[src/rtl/message_channel_arbiter.sv]
// Round-robin merge of N_SRC tagged message sources onto one valid/ready
// channel, with in-flight status and a sent-word counter.
module message_channel_arbiter #(
    parameter int WIDTH    = 128,
    parameter int N_SRC    = 4,
    parameter int SRC_ID_W = 2
) (
    input  logic                                clk,
    input  logic                                reset,
    input  logic                                enable,
    input  logic [N_SRC*(WIDTH-SRC_ID_W)-1:0]   src_data,
    input  logic [N_SRC-1:0]                    src_valid,
    output logic [N_SRC-1:0]                    src_ready,
    output logic [WIDTH-1:0]                    out_data,
    output logic                                out_valid,
    input  logic                                out_ready,
    output logic                                has_message_flying,
    output logic [31:0]                         sent_count
);

    localparam int P = WIDTH - SRC_ID_W;
    localparam int SW = SRC_ID_W + 1;

    logic [SRC_ID_W-1:0] r_rr_ptr;
    logic                r_out_valid;
    logic [WIDTH-1:0]    r_out_data;
    logic                r_flying;
    logic [31:0]         r_sent_count;

    logic                w_load_en;
    logic                w_gnt_vld;
    logic                w_grant;
    logic                w_accept;
    logic                w_out_valid_nxt;
    logic [SRC_ID_W-1:0] w_gnt_idx;
    logic [SRC_ID_W-1:0] w_rr_nxt;
    logic [SW-1:0]       w_scan;
    logic [P-1:0]        w_payload [N_SRC];

    for (genvar k = 0; k < N_SRC; k++) begin : g_pay
        assign w_payload[k] = src_data[k*P +: P];
    end

    assign w_load_en = enable && (!r_out_valid || out_ready);

    // Walk the scan order backwards so the first valid source after
    // the pointer is the last one written and therefore wins.
    always_comb begin
        w_gnt_vld = 1'b0;
        w_gnt_idx = '0;
        w_scan    = '0;
        for (int i = N_SRC - 1; i >= 0; i--) begin
            w_scan = {1'b0, r_rr_ptr} + SW'(i);
            if (w_scan >= SW'(N_SRC)) begin
                w_scan = w_scan - SW'(N_SRC);
            end
            if (src_valid[w_scan[SRC_ID_W-1:0]]) begin
                w_gnt_vld = 1'b1;
                w_gnt_idx = w_scan[SRC_ID_W-1:0];
            end
        end
    end

    assign w_grant  = reset && w_load_en && w_gnt_vld;
    assign w_accept = r_out_valid && out_ready;

    assign w_out_valid_nxt = w_grant || (r_out_valid && !out_ready);

    assign w_rr_nxt = (w_gnt_idx == SRC_ID_W'(N_SRC - 1)) ?
                      '0 : w_gnt_idx + 1'b1;

    always_comb begin
        src_ready = '0;
        if (w_grant) begin
            src_ready[w_gnt_idx] = 1'b1;
        end
    end

    always_ff @(posedge clk or negedge reset) begin
        if (!reset) begin
            r_out_valid <= 1'b0;
            r_out_data  <= '0;
            r_rr_ptr    <= '0;
        end else begin
            r_out_valid <= w_out_valid_nxt;
            if (w_grant) begin
                r_out_data <= {w_gnt_idx, w_payload[w_gnt_idx]};
                r_rr_ptr   <= w_rr_nxt;
            end
        end
    end

    always_ff @(posedge clk or negedge reset) begin
        if (!reset) begin
            r_flying     <= 1'b0;
            r_sent_count <= '0;
        end else begin
            r_flying <= (|src_valid) || w_out_valid_nxt;
            if (w_accept) begin
                r_sent_count <= r_sent_count + 32'd1;
            end
        end
    end

    assign out_data           = r_out_data;
    assign out_valid          = r_out_valid;
    assign has_message_flying = r_flying;
    assign sent_count         = r_sent_count;

endmodule

[config.mk]
export PLATFORM = sky130hd
export DESIGN_NAME = message_channel_arbiter
export DESIGN_NICKNAME = d
export VERILOG_FILES = /design/src/rtl/message_channel_arbiter.sv
export SDC_FILE = /design/constraint.sdc
export NUM_CORES = 1
export LEC_CHECK = 0
export BUFFER_PORTS_ARGS = -buffer_cell sky130_fd_sc_hd__buf_2
export CAP_MARGIN = 20
export CORE_AREA = 2 2 267 269
export CTS_CLUSTER_SIZE = 10
export DETAILED_ROUTE_END_ITERATION = 10
export DIE_AREA = 0 0 269 271
export MAX_ROUTING_LAYER = met4
export PLACE_DENSITY = 0.34
export RECOVER_POWER = 25
export SETUP_SLACK_MARGIN = 0.2
export SLEW_MARGIN = 20
export SYNTH_ARGS = -nofsm -noshare
export SYNTH_HDL_FRONTEND = slang
export SYNTH_SLANG_ARGS = --single-unit
[constraint.sdc]
create_clock -name clk -period 3.15 [get_ports clk]
set_clock_uncertainty 0.2 [all_clocks]
set_input_delay 0.4725 -clock clk [delete_from_list [all_inputs] [get_ports clk]]
set_output_delay 0.4725 -clock clk [all_outputs]
set_load 0.05 [all_outputs]
==> impl_results.md <==
* Final period utilization at 0.902
* Synthesized area at 11500 um2
* CTS max path bufs at 2
* Worst-Margin Slew at 1.58 ns
* Final #Nets at 2290
* DRC at 0
* Fillers at 7724
* Count of different cell masters after synthesis at 46
* Post-synth EDFFs at 0
* Share of cells above drive strength 1 at 0.455
* Comb pwr share at 0.567
* Effective utilization at floorplan at 0.165
* Register area share after synthesis at 0.356
* P_int at 0.00603 W
* Initial DRC Count at 666
* GPL Wtd Cong at 0.816
* Power, Total at 0.0127 W
* Top post-synthesis cells by area: dfrtp_1 36%, mux2i_1 11%, o211ai_2 11%
* Buffers on Ports at 677
* Mapped Cells at 1185
* Switch Pwr at 0.00668 W
* CTS Buf Count at 17
* Largest family of logic cells by synthesized area: compound AO/OA/AOI/OAI gates
* Fin. max-slew vios at 54
* All-Layer GR Usage at 0.167
* Unrepaired setup endpoints after global routing: yes
* Final hold vios at 0
* RR Endpoint: out_data[9]$_DFFE_PN0P_
* Row count at 97
* Leakage at 8.10 nW
* Async SR Flop Fraction at 1.00
* Worst Hold End: out_data[86]$_DFFE_PN0P_
* Chip height at 271 um
* Initial antenna violation count at 15
* CP required at 2.48 ns
* Area Overhead vs Synth at 43.3%
* H-Tree Level Count at 4
* Post-Synth XOR/XNOR Area at 0.0235
* Vias in the first global route at 13100
* Compound-cell area share of the yosys netlist at 0.294
* Detailed Routing Iterations Pass 1 at 5
* Synth Net Count at 1699
* Seq pwr share at 0.256
* Reg2Reg Depth at 6
* Syn. warnings at 0
* Final number of setup-violating endpoints at 0
* I/O pins at 678
* Adder-cell area share of the yosys netlist at 0.00217
* Maximum VDD drop at 0.000318 V
* Peak Freq at 0.352 GHz
* Crit path max fanout at 5
* Commonest cells post-synth: 164 x dfrtp_1, 146 x nand2_1, 132 x nand4_1
* Startpoint Class: register
* CP Class: reg -> out
* Setup slack, reg-to-reg at 0.44 ns
* Via/cell ratio at 4.53
* Setup_tns at 0 ns
* CP Capture Type: primary output
* Crit path time final at 2.84 ns
* Top FF cell, synth: dfrtp_1
* Synth top area share at 0.356
* Clock root buffer: clkbuf_16
* Yosys top cell by area: dfrtp_1
* Mux cell area share after synthesis at 0.111
* Worst hold path startpoint: src_data[338]
* First-pass GRT wire length at 88.2 mm
* Final WL at 61.1 mm
* Chip Width at 269 um
* Average wire per standard cell at 22.3 um
* Clock latency on the worst-skew pair at 0.47 ns
* Avg Cell Area, Syn at 9.74 um2
* Core ar. at 69800 um2
* CTS sink count at 164
* Post-DRT Antenna Nets at 0
* Hpwl dp at 43.5 mm
* Die area at 72900 um2
* Clock power share at 0.177
* Status: complete, but fails checks
* Largest net degree at the start of global routing at 127
* Switching share of power at 0.526
* Total grt overflow at 0
* Worst r2r src: out_valid$_DFF_PN0_
* Via count at 12400
* Hold Path Stages at 3
* Hold WC Path Type: in -> reg
* Violated checks: capacitance limit, slew limit
* Worst slew margin at -0.0551
* Simple-gate share of the synthesized area at 0.149
* PD cells at 768 nW/um2
* Worst-path clk slew at 0.08 ns
* Count leader, synth: dfrtp_1
* Yosys reg bits at 164
* Max_cap viols at 1
* Data arrival, critical path at 2.17 ns
* CTS tree: yes
## area by class of cell
type / instances / area [um2] / share of cell area
multi-input cells: 880 / 6760 / 0.409
flip-flops and latches: 164 / 4100 / 0.248
repair buffers: 710 / 3870 / 0.234
well taps: 940 / 1180 / 0.0711
clock buffers: 21 / 460 / 0.0278
clock inverters: 10 / 124 / 0.00749
diodes: 15 / 37.5 / 0.00227
inverters: 3 / 11.3 / 0.000681
## worst max path at each step
stage,to,start,depth (start not counted)
2_1_floorplan,src_ready[0],out_valid$_DFF_PN0_,7
3_3_place_gp,out_data[110]$_DFFE_PN0P_,src_valid[2],8
3_5_place_dp,out_data[110]$_DFFE_PN0P_,src_valid[2],8
4_1_cts,src_ready[3],r_rr_ptr[1]$_DFFE_PN0P_,6
5_1_grt,out_data[60]$_DFFE_PN0P_,out_valid$_DFF_PN0_,6
6_report,src_ready[3],r_rr_ptr[1]$_DFFE_PN0P_,7
## routing by layer
metal / track usage / vias up / routed length (um)
li1: - / 5750 / -
met1: 0.195 / 6216 / 25100
met2: 0.285 / 407 / 31700
met3: 0.0345 / 54 / 3110
met4: 0.0542 / 0 / 1170
met5: - / - / 0
## state kept, by name, summed over array words and instances, names as in the netlist
register,flops
has_message_flying,1
r_rr_ptr,2
sent_count,32
out_data,128
out_valid,1
## worst max-delay path, stage by stage, from the launching register on
cell and delay (ns):
dfrtp_1 0.42, mux2i_2 0.31, or2_4 0.20, nand3_4 0.11, inv_1 0.14, ha_1 0.16
and2_1 0.19, buf_6 0.18
## through the flow
step,utilization,hold slack (ns),cell area (um2),instances,setup WS (ns)
global placement,0.229,0.131,16000,2695,0.410
detailed placement,0.229,0.130,16000,2695,0.356
global route,0.237,0.0671,16500,2743,0.118
CTS,0.237,0.00991,16600,2727,0.139
finish,0.237,0.0966,16500,2743,0.308
floorplan,-,-0.0231,11500,1185,0.320
## power by group through the flow
| stage | Combinational, W | Clock (W) | Sequential (W) |
|---|---|---|---|
| after floorplan | 0.00267 | 0 | 0.00569 |
| after global placement | 0.00731 | 0 | 0.00328 |
| after detailed placement | 0.00733 | 0 | 0.00328 |
| after CTS | 0.00734 | 0.00238 | 0.00326 |
| after global routing | 0.00761 | 0.00244 | 0.00335 |
| final | 0.00720 | 0.00225 | 0.00326 |
## cells in the final DEF, fill, tap and decap left out, types with 3 or more instances in the layout
master	n
a21o_1	126
buf_12	22
buf_2	631
buf_4	8
clkbuf_1	46
clkbuf_16	17
clkinv_4	3
dfrtp_1	164
diode_2	15
inv_1	3
mux2i_1	126
nand2_1	146
nand3_1	10
nand4_1	132
nor2_1	13
nor3_1	3
o211ai_1	26
o211ai_2	100
o31ai_1	126
xnor2_1	24
xor2_1	7
## what timing repair did
item,CTS,global route
hold endpoints to repair,19,0
hold buffers,1,0
buffers inserted,0,1
setup endpoints to repair,2,3
gates resized for setup,2,6
## cell families after synthesis
logic type / Yosys count
AND/OR/NAND/NOR: 333
flip-flops: 164
adder cells (fa/ha/maj): 2
XOR/XNOR: 31
multiplexers: 128
AO/OA/AOI/OAI: 386
buffers and inverters: 141
No activity file was read; power rests on OpenSTA's default activity.
